File: config.mk
export PLATFORM = sky130hd
export DESIGN_NAME = dca_matrix_lsu_wdata_packer
export DESIGN_NICKNAME = d
export VERILOG_FILES = /design/src/rtl/dca_matrix_lsu_wdata_packer.sv
export SDC_FILE = /design/constraint.sdc
export NUM_CORES = 1
export LEC_CHECK = 0
export BUFFER_PORTS_ARGS = -buffer_cell sky130_fd_sc_hd__clkbuf_2
export CAP_MARGIN = 20
export CORE_UTILIZATION = 52
export DETAILED_ROUTE_END_ITERATION = 10
export MAX_ROUTING_LAYER = met4
export PLACE_DENSITY = 0.73
export SLEW_MARGIN = 10
export SYNTH_ARGS = -nofsm -noshare
export SYNTH_HDL_FRONTEND = slang
export SYNTH_SLANG_ARGS = --single-unit
File: constraint.sdc
create_clock -name clk -period 3.61 [get_ports clk]
set_clock_uncertainty 0.15 [all_clocks]
set_input_delay 0.1805 -clock clk [delete_from_list [all_inputs] [get_ports clk]]
set_output_delay 0.1805 -clock clk [all_outputs]
set_load 0.05 [all_outputs]
File: src/rtl/dca_matrix_lsu_wdata_packer.sv
// Store-side write-data packer: queues store descriptors, pulls tensor rows and slices them
// into AXI W beats with tail strobes and WLAST on programmable burst boundaries.
module dca_matrix_lsu_wdata_packer #(
  parameter int unsigned BW_AXI_DATA    = 32,
  parameter int unsigned BW_TENSOR_ROW  = 128,
  parameter int unsigned TXN_FIFO_DEPTH = 4,
  parameter int unsigned BW_NUM_ROWS    = 16,
  localparam int unsigned AXI_BYTES     = BW_AXI_DATA / 8,
  localparam int unsigned ROW_BYTES     = BW_TENSOR_ROW / 8,
  localparam int unsigned BW_ROW_BYTES  = $clog2(ROW_BYTES + 1)
) (
  input  logic                     clk,
  input  logic                     rstnn,
  input  logic                     clear,
  input  logic                     enable,
  output logic                     busy,
  output logic                     done,
  input  logic                     txn_valid,
  output logic                     txn_ready,
  input  logic [BW_NUM_ROWS-1:0]   txn_num_rows,
  input  logic [BW_ROW_BYTES-1:0]  txn_row_bytes,
  input  logic [7:0]               txn_awlen,
  input  logic                     row_valid,
  output logic                     row_ready,
  input  logic [BW_TENSOR_ROW-1:0] row_data,
  output logic                     wvalid,
  input  logic                     wready,
  output logic [BW_AXI_DATA-1:0]   wdata,
  output logic [AXI_BYTES-1:0]     wstrb,
  output logic                     wlast
);

  localparam int unsigned NUM_BEATS = BW_TENSOR_ROW / BW_AXI_DATA;
  localparam int unsigned BW_BEAT   = (NUM_BEATS > 1) ? $clog2(NUM_BEATS) : 1;
  localparam int unsigned BW_PTR    = $clog2(TXN_FIFO_DEPTH);
  localparam int unsigned AXI_SHIFT = $clog2(AXI_BYTES);
  localparam int unsigned BW_TAIL   = AXI_SHIFT + 1;

  typedef enum logic [1:0] {StIdle, StRow, StBeat} state_e;

  typedef struct packed {
    logic [BW_NUM_ROWS-1:0]  num_rows;
    logic [BW_ROW_BYTES-1:0] row_bytes;
    logic [7:0]              awlen;
  } txn_t;

  txn_t                              fifo_mem [TXN_FIFO_DEPTH];
  logic [BW_PTR:0]                   wr_ptr_q, rd_ptr_q;
  logic                              fifo_empty, fifo_full, push, pop, ready_q;
  txn_t                              head;

  state_e                            state_q, state_d;
  logic [NUM_BEATS-1:0][BW_AXI_DATA-1:0] row_q;
  logic [BW_BEAT-1:0]                beat_idx_q, beat_idx_d;
  logic [BW_NUM_ROWS-1:0]            row_idx_q, row_idx_d;
  logic [7:0]                        burst_cnt_q, burst_cnt_d;
  logic [BW_NUM_ROWS-1:0]            num_rows_q;
  logic [BW_ROW_BYTES-1:0]           row_bytes_q;
  logic [7:0]                        awlen_q;
  logic                              done_q, done_d, load_row;

  logic [BW_ROW_BYTES-1:0]           eff_bytes, eff_m1;
  logic [BW_BEAT-1:0]                last_beat_idx;
  logic [BW_TAIL-1:0]                tail_bytes;
  logic [AXI_BYTES-1:0]              tail_strb;
  logic                              last_beat, last_row, final_beat;

  assign fifo_empty = (wr_ptr_q == rd_ptr_q);
  assign fifo_full  = (wr_ptr_q[BW_PTR] != rd_ptr_q[BW_PTR]) &&
                      (wr_ptr_q[BW_PTR-1:0] == rd_ptr_q[BW_PTR-1:0]);
  assign txn_ready  = ready_q & ~fifo_full;
  assign push       = txn_valid & txn_ready;
  assign pop        = (state_q == StIdle) & enable & ~fifo_empty;
  assign head       = fifo_mem[rd_ptr_q[BW_PTR-1:0]];

  // A row_bytes of zero encodes a full row.
  assign eff_bytes     = (row_bytes_q == '0) ? BW_ROW_BYTES'(ROW_BYTES) : row_bytes_q;
  assign eff_m1        = eff_bytes - BW_ROW_BYTES'(1);
  assign last_beat_idx = BW_BEAT'(eff_m1 >> AXI_SHIFT);
  assign tail_bytes    = {1'b0, eff_m1[AXI_SHIFT-1:0]} + BW_TAIL'(1);

  always_comb begin
    tail_strb = '0;
    for (int i = 0; i < AXI_BYTES; i++) begin
      tail_strb[i] = (BW_TAIL'(i) < tail_bytes);
    end
  end

  assign last_beat  = (beat_idx_q == last_beat_idx);
  assign last_row   = (row_idx_q == (num_rows_q - BW_NUM_ROWS'(1)));
  assign final_beat = last_beat & last_row;

  assign wvalid = (state_q == StBeat);
  assign wlast  = wvalid & ((burst_cnt_q == awlen_q) | final_beat);
  assign wstrb  = wvalid ? (last_beat ? tail_strb : '1) : '0;
  assign wdata  = wvalid ? row_q[beat_idx_q] : '0;
  assign busy   = ~fifo_empty | (state_q != StIdle);
  assign done   = done_q;

  always_comb begin
    state_d     = state_q;
    beat_idx_d  = beat_idx_q;
    row_idx_d   = row_idx_q;
    burst_cnt_d = burst_cnt_q;
    done_d      = 1'b0;
    load_row    = 1'b0;
    row_ready   = 1'b0;
    unique case (state_q)
      StIdle: begin
        if (pop) begin
          row_idx_d   = '0;
          burst_cnt_d = '0;
          beat_idx_d  = '0;
          if (head.num_rows == '0) done_d = 1'b1;
          else                     state_d = StRow;
        end
      end
      StRow: begin
        row_ready = enable;
        if (row_valid && enable) begin
          load_row   = 1'b1;
          beat_idx_d = '0;
          state_d    = StBeat;
        end
      end
      StBeat: begin
        // Accepting the next row on the final beat of a row avoids a bubble between rows.
        if (last_beat && !last_row) row_ready = enable & wready;
        if (wready) begin
          burst_cnt_d = wlast ? 8'd0 : burst_cnt_q + 8'd1;
          if (!last_beat) begin
            beat_idx_d = beat_idx_q + BW_BEAT'(1);
          end else if (last_row) begin
            done_d  = 1'b1;
            state_d = StIdle;
          end else begin
            row_idx_d = row_idx_q + BW_NUM_ROWS'(1);
            if (row_valid && enable) begin
              load_row   = 1'b1;
              beat_idx_d = '0;
            end else begin
              state_d = StRow;
            end
          end
        end
      end
      default: state_d = StIdle;
    endcase
  end

  always_ff @(posedge clk) begin
    if (!rstnn) begin
      ready_q     <= 1'b0;
      wr_ptr_q    <= '0;
      rd_ptr_q    <= '0;
      state_q     <= StIdle;
      row_q       <= '0;
      beat_idx_q  <= '0;
      row_idx_q   <= '0;
      burst_cnt_q <= '0;
      num_rows_q  <= '0;
      row_bytes_q <= '0;
      awlen_q     <= '0;
      done_q      <= 1'b0;
    end else if (clear) begin
      ready_q     <= 1'b1;
      wr_ptr_q    <= '0;
      rd_ptr_q    <= '0;
      state_q     <= StIdle;
      beat_idx_q  <= '0;
      row_idx_q   <= '0;
      burst_cnt_q <= '0;
      done_q      <= 1'b0;
    end else begin
      ready_q     <= 1'b1;
      state_q     <= state_d;
      beat_idx_q  <= beat_idx_d;
      row_idx_q   <= row_idx_d;
      burst_cnt_q <= burst_cnt_d;
      done_q      <= done_d;
      if (push) begin
        fifo_mem[wr_ptr_q[BW_PTR-1:0]] <= '{num_rows: txn_num_rows, row_bytes: txn_row_bytes,
                                            awlen: txn_awlen};
        wr_ptr_q <= wr_ptr_q + (BW_PTR + 1)'(1);
      end
      if (pop) begin
        rd_ptr_q    <= rd_ptr_q + (BW_PTR + 1)'(1);
        num_rows_q  <= head.num_rows;
        row_bytes_q <= head.row_bytes;
        awlen_q     <= head.awlen;
      end
      if (load_row) row_q <= row_data;
    end
  end

endmodule

==> impl_metrics.csv, run 1 <==
group,metric,value,unit
timing,clock.fmax,278,MHz
critical_path,worstPathArrival,3260,ps
critical_path,crit_path_start_kind,"register",
cells_and_area,fillCellCount,1825,
critical_path,required,3280,ps
job,maxCapViolations,0,
logic_synthesis,syn_area,0.0138,mm2
timing,drv_slew,0,
clock_network,clock-sinks,311,
run_status,outcome,"complete, no violations",
clock_network,numCtsBuffers,31,
detailed_routing,vias,11500,
logic_synthesis,synth_seq_cells,311,
timing,relSlewSlack,9.70,%
critical_path,worst-path-max-fanout,6,
critical_path,slowest_delay,580,ps
critical_path,worst-r2r-setup-slack,20,ps
detailed_routing,dr.pass1.iters,6,
global_routing,grt_pass1_vias,10600,
logic_synthesis,yosysSeqAreaShare,53.7,%
clock_network,cts.path.max_buffers,3,
clock_network,clockRootBuffer,"clkbuf_16",
timing,finalHoldViolCount,0,
pwr,leakage,6.53,nW
logic_synthesis,syn_avg_cell_area,10.6,um2
clock_network,insertion_delay,560,ps
timing,fin_ws,16.4,ps
place,pre_cts_slack,52.8,ps
detailed_routing,drt-total-wl,37.4,mm
die,core_area,0.0260,mm2
critical_path,cpMostUsedCell,"or4_4",
place,place.gp.congestion,0.858,
global_routing,antenna_found_initial,1,
timing,period_needed,3590,ps
clock_network,cts.htree.levels,1,
die,fp.dieArea,0.0271,mm2
critical_path,endpoint_kind,"output port",
worst_hold_path,hp-class,"primary input to register",
cells_and_area,drive_gt1_share,22.8,%
logic_synthesis,ys_types,63,
die,io_pins,206,
timing,setup_viol,0,
die,num_rows,59,
logic_synthesis,ys.flop_type,"dfxtp_1",
pwr,power.share.clock,41.7,%
detailed_routing,wl_per_cell,18.8,um
place,placed_area,0.0150,mm2
timing,period_share,99.5,%
place,hpwl,20.8,mm
cells_and_area,fin_area,0.0179,mm2
pwr,ir_drop,0.000448,V
place,io_buffers,205,
logic_synthesis,synth_enable_flop_cells,116,
cells_and_area,area_delta_synth_final,29.8,%
clock_network,cts_tree,"yes",
global_routing,grt-ovfl-total,0,
detailed_routing,dr.first_iter.drc_count,1449,
pwr,swShare,21.5,%
die,fp.dieW,165,um
detailed_routing,ant_nets,0,
pwr,seqPwrFrac,51.7,%
die,initial_core_util,52.9,%
die,die_h,165,um
place,dp.cells,1763,
pwr,pwr-share-comb,6.6,%
logic_synthesis,synthArstFlopShare,0,%
pwr,internal_power,5.55,mW
critical_path,crit_path_cell_trace,"or4_4 > nor4_4 > xnor2_2 > or4_4 > or4_4 > a31oi_4 > nor2_4 > buf_8",
global_routing,grt_max_degree,287,
clock_network,clkSlewWorstSetupHoldPaths,60,ps
pwr,power_density,396,mW/mm2
logic_synthesis,syn_inst,1296,
logic_synthesis,synth_warnings,0,
critical_path,path_class,"register to output port",
pwr,switchingPower,1.52,mW
global_routing,grt_first_pass_wirelength,54.6,mm
timing,rsz0062_at_grt,"true",
critical_path,slowest_stage,"or4_4",
detailed_routing,viasPerCell,5.78,
cells_and_area,final_nets,1813,
timing,tightestPinTransition,1350,ps
detailed_routing,drc,0,
cells_and_area,stdcell_count,1992,
global_routing,grt_usage,26.3,%
logic_synthesis,syn-num-nets,1476,
[final cells by class]
type | count | area, um2 | share of cell area (%)
Inverter | 15 | 56.3 | 0.315
Tap cell | 335 | 419 | 2.35
Antenna cell | 2 | 5.00 | 0.0280
Clock inverter | 9 | 45.0 | 0.252
Timing Repair Buffer | 401 | 3080 | 17.3
Clock buffer | 46 | 872 | 4.88
Multi-Input combinational cell | 873 | 5980 | 33.5
Sequential cell | 311 | 7400 | 41.4
[critical path, delay by kind of cell, from the launching register on]
kind            cells  cell delay (ps)
xor+xnor            1              110
simple gates        5             1860
compound gates      1              230
flops               1              360
buf+inv             1              150
[synthesized netlist by cell type (4+ instances only)]
master	n	area share, %
inv_1	14	0.38
a211o_1	4	0.25
o211ai_1	5	0.27
a21boi_0	29	1.6
or2_2	4	0.18
nand3_2	10	0.73
xor2_1	20	1.3
edfxtp_1	116	25
buf_6	7	0.57
nor4_1	12	0.55
nor2_1	32	0.87
a31oi_1	6	0.27
xnor2_1	19	1.2
mux4_2	61	10
dfxtp_1	195	28
or3_1	10	0.45
ha_1	16	1.5
o21ai_1	40	1.5
and2_1	37	1.7
o31ai_1	4	0.22
buf_2	10	0.36
a211oi_1	4	0.22
nor3_1	10	0.36
a21oi_1	25	0.91
nand4_1	11	0.50
clkbuf_1	62	1.7
and3_1	6	0.27
nand3_1	132	4.8
nand2_1	216	5.9
nand2b_1	5	0.23
o21ai_0	105	3.8
or4_1	8	0.44
buf_1	18	0.49
[layer usage]
layer / routed length [um] / global-route usage [%] / share of wire [%]
met4: 1080 / 8.17 / 2.9
met1: 15300 / 32.8 / 41
met2: 18500 / 44.5 / 49
met5: 0 / - / 0
met3: 2580 / 3.59 / 6.9
[stage by stage]
| step | hold WS (ps) | total power, mW | utilization (%) | setup TNS [ps] |
|---|---|---|---|---|
| CTS | 19.5 | 7.09 | 67.9 | 0 |
| floorplan | 58.2 | 3.88 | - | 0 |
| detailed placement | 251 | 4.03 | 57.8 | 0 |
| global route | 44.0 | 7.29 | 68.7 | -426 |
| finish | 67.6 | 7.07 | 68.7 | 0 |
| global placement | 244 | 4.02 | 57.8 | 0 |
[cells by family after synthesis]
| logic type | share of synthesized area [%] |
|---|---|
| AO/OA/AOI/OAI | 10.6 |
| buffers and inverters | 3.58 |
| AND/OR/NAND/NOR | 17.9 |
| flip-flops | 53.7 |
| adder cells (fa/ha/maj) | 1.46 |
| XOR/XNOR | 2.65 |
| multiplexers | 10.1 |
[registers in the layout, indices dropped and copies added, names as in the netlist, 2 cells and up, named ones only]
register	count
awlen_q	8
row_bytes_q	5
wr_ptr_q	3
row_idx_q	16
state_q	2
burst_cnt_q	8
fifo_mem	116
num_rows_q	16
row_q	128
rd_ptr_q	3
beat_idx_q	2
[final timing paths]
kind,startpoint,endpoint,depth (start not counted)
min reg2reg,row_q[57],row_q[57],2
max,num_rows_q[0],row_ready,8
max reg2reg,num_rows_q[0],row_q[66],9
min,wready,done,3
[repair_timing]
item	4_1_cts	5_1_grt
resized for setup	18	19
endpoints found under the hold margin	259	0
hold buffers	164	0
setup endpoints to repair	2	109
setup buffers	1	2
gates cloned	0	6
pin swaps	5	8
[power by group through the flow]
stage,sequential (mW),clock (mW),combinational (mW)
finish,3.66,2.95,0.464
global route,3.66,3.13,0.497
CTS,3.66,2.99,0.443
detailed placement,3.73,0,0.294
global placement,3.73,0,0.292
floorplan,3.73,0,0.149
[placed cells by master, fill, tap and decap left out, types with 36 or more instances in the layout]
cell / synthesis / final
o21ai_1: 40 / 46
clkbuf_16: 0 / 36
edfxtp_1: 116 / 116
mux4_2: 61 / 61
nand3_1: 132 / 132
and2_1: 37 / 37
clkbuf_2: 0 / 202
dfxtp_1: 195 / 189
dlygate4sd3_1: 0 / 164
o21ai_0: 105 / 99
nand2_1: 216 / 216
(Power assumes the default switching activity.)
==> run 2, diff against run 1 <==
--- a/config.mk
+++ b/config.mk
@@ -7,10 +7,10 @@
 export LEC_CHECK = 0
 export BUFFER_PORTS_ARGS = -buffer_cell sky130_fd_sc_hd__clkbuf_2
 export CAP_MARGIN = 20
-export CORE_UTILIZATION = 52
+export CORE_UTILIZATION = 57
 export DETAILED_ROUTE_END_ITERATION = 10
 export MAX_ROUTING_LAYER = met4
-export PLACE_DENSITY = 0.73
+export PLACE_DENSITY = 0.76
 export SLEW_MARGIN = 10
 export SYNTH_ARGS = -nofsm -noshare
 export SYNTH_HDL_FRONTEND = slang
==> constraint.sdc (replaced) <==
create_clock -name clk -period 4.1 [get_ports clk]
set_clock_uncertainty 0.15 [all_clocks]
set_input_delay 0.205 -clock clk [delete_from_list [all_inputs] [get_ports clk]]
set_output_delay 0.205 -clock clk [all_outputs]
set_load 0.05 [all_outputs]
==> impl_metrics.csv, run 2 (synthesis gave the netlist of run 1 again) <==
group,metric,value,unit
critical_path,crit_path_cell_trace,"inv_1 > ha_1 > or3b_1 > nor3_1 > xnor2_1 > a221o_1 > or4_4 > a31oi_1 > nor2_1 > clkbuf_2",
clock_network,cts.path.max_buffers,3,
detailed_routing,viasPerCell,5.88,
detailed_routing,dr.first_iter.drc_count,1062,
detailed_routing,drt-total-wl,38.0,mm
critical_path,worst-path-max-fanout,6,
pwr,leakage,6.47,nW
timing,setup_tns,0,ps
global_routing,grt_first_pass_wirelength,58.6,mm
die,core_area,0.0235,mm2
cells_and_area,final_common_cell,"nand2_1",
global_routing,grt_usage,31.4,%
critical_path,path_delay_family,"simple AND/OR/NAND/NOR gates",
job,maxCapViolations,0,
timing,period_share,93.7,%
critical_path,required,3740,ps
global_routing,antenna_found_initial,3,
global_routing,grt_pass1_vias,11400,
run_status,outcome,"complete, no violations",
place,placed_area,0.0149,mm2
timing,finalHoldViolCount,0,
timing,rsz0062_at_grt,"false",
die,io_pins,206,
critical_path,worstPathArrival,3490,ps
place,hpwl,20.4,mm
detailed_routing,drc,0,
worst_hold_path,hp-class,"primary input to register",
timing,setup_viol,0,
cells_and_area,top_register,"row_q",
global_routing,grt_max_degree,116,
cells_and_area,area_delta_synth_final,28.2,%
cells_and_area,largest_register_ffs,128,
pwr,power_density,373,mW/mm2
timing,drv_slew,0,
clock_network,cts.htree.levels,2,
critical_path,path_class,"register to output port",
die,fp.dieW,157,um
cells_and_area,fin_area,0.0176,mm2
clock_network,clkSlewWorstSetupHoldPaths,60,ps
timing,relSlewSlack,31.1,%
place,io_buffers,205,
die,initial_core_util,58.4,%
clock_network,clockRootBuffer,"clkbuf_16",
critical_path,crit_buf_inv,2,
clock_network,clock-sinks,311,
cells_and_area,layout_common_cells,"nand2_1 (216), clkbuf_2 (204), dfxtp_1 (192)",
die,fp.dieArea,0.0248,mm2
critical_path,slowest_stage,"or4_4",
detailed_routing,wl_per_cell,19.3,um
clock_network,numCtsBuffers,34,
clock_network,cts_tree,"yes",
clock_network,insertion_delay,510,ps
critical_path,slowest_delay,600,ps
die,num_rows,56,
critical_path,crit_path_start_kind,"register",
place,place.gp.congestion,0.994,
critical_path,endpoint_kind,"output port",
die,die_h,157,um
detailed_routing,vias,11600,
pwr,ir_drop,0.000458,V
cells_and_area,fin_util,74.9,%
timing,clock.fmax,260,MHz
detailed_routing,dr.pass1.iters,5,
global_routing,grt-ovfl-total,0,
timing,tightestPinTransition,1030,ps
detailed_routing,ant_nets,0,
timing,period_needed,3840,ps
clock_network,postCtsSetupBuffers,0,
cells_and_area,drive_gt1_share,22.0,%
cells_and_area,final_nets,1800,
==> run 2: cell count changes in the layout (fill, tap and decap cells not counted), sizes merged <==
| cell | delta |
|---|---|
| a22o | -1 |
| buf | -7 |
| bufinv | +2 |
| clkbuf | -6 |
| clkinv | +1 |
| clkinvlp | +2 |
| diode | +3 |
| dlygate4sd3 | -4 |
| inv | +1 |
==> run 2: power breakdown <==
part | internal (mW) | switching [mW]
logic | 0.207 | 0.189
registers | 3.21 | 0.00936
clock network | 1.75 | 1.22
==> run 2: worst reg2reg max path, delay by kind of cell, from the launching register on <==
family	cells	cell delay, ps
compound gates	3	760
buf+inv	2	380
xor+xnor	1	110
fa+ha+maj	1	240
simple gates	4	1490
flops	1	360
==> run 2: cell type report <==
class / instances / area (um2)
inverter: 15 / 56.3
clock inverter: 15 / 134
clock buffer: 44 / 940
tap: 319 / 399
multi-input combinational: 872 / 5890
sequential: 311 / 7390
antenna: 5 / 12.5
fill: 1491 / 5900
timing repair buffer: 386 / 2820
==> run 2: worst paths after layout <==
kind                  from  depth (start not counted)         end  slack, ps
max          num_rows_q[0]                         10   row_ready        260
min                 enable                          4  state_q[0]         40
max reg2reg  num_rows_q[0]                         11   row_q[94]        450
min reg2reg      row_q[51]                          2   row_q[51]        300
==> run 2: routing by layer <==
metal  routed length (um)  GRT usage (%)
met5                    0              -
met4                 1900           17.9
met3                 2970           6.50
met2                18300           51.2
met1                14800           36.0
==> run 2: what timing repair did <==
item,in CTS,in global routing
hold endpoints to repair,247,0
gates resized for setup,1,2
pin swaps,0,0
endpoints found under the setup margin,1,1
hold buffers,160,0
==> run 2: through the flow <==
step                      setup WS (ps)  hold WS [ps]  std cells  total power [mW]
final                               258          41.3       1967              6.58
after global placement              380           270       1743              3.54
after floorplan                     511          82.7       1296              3.42
after global routing               44.9          50.6       1965              6.75
after CTS                          9.01          11.1       1962              6.57
after detailed placement            279           276       1743              3.54
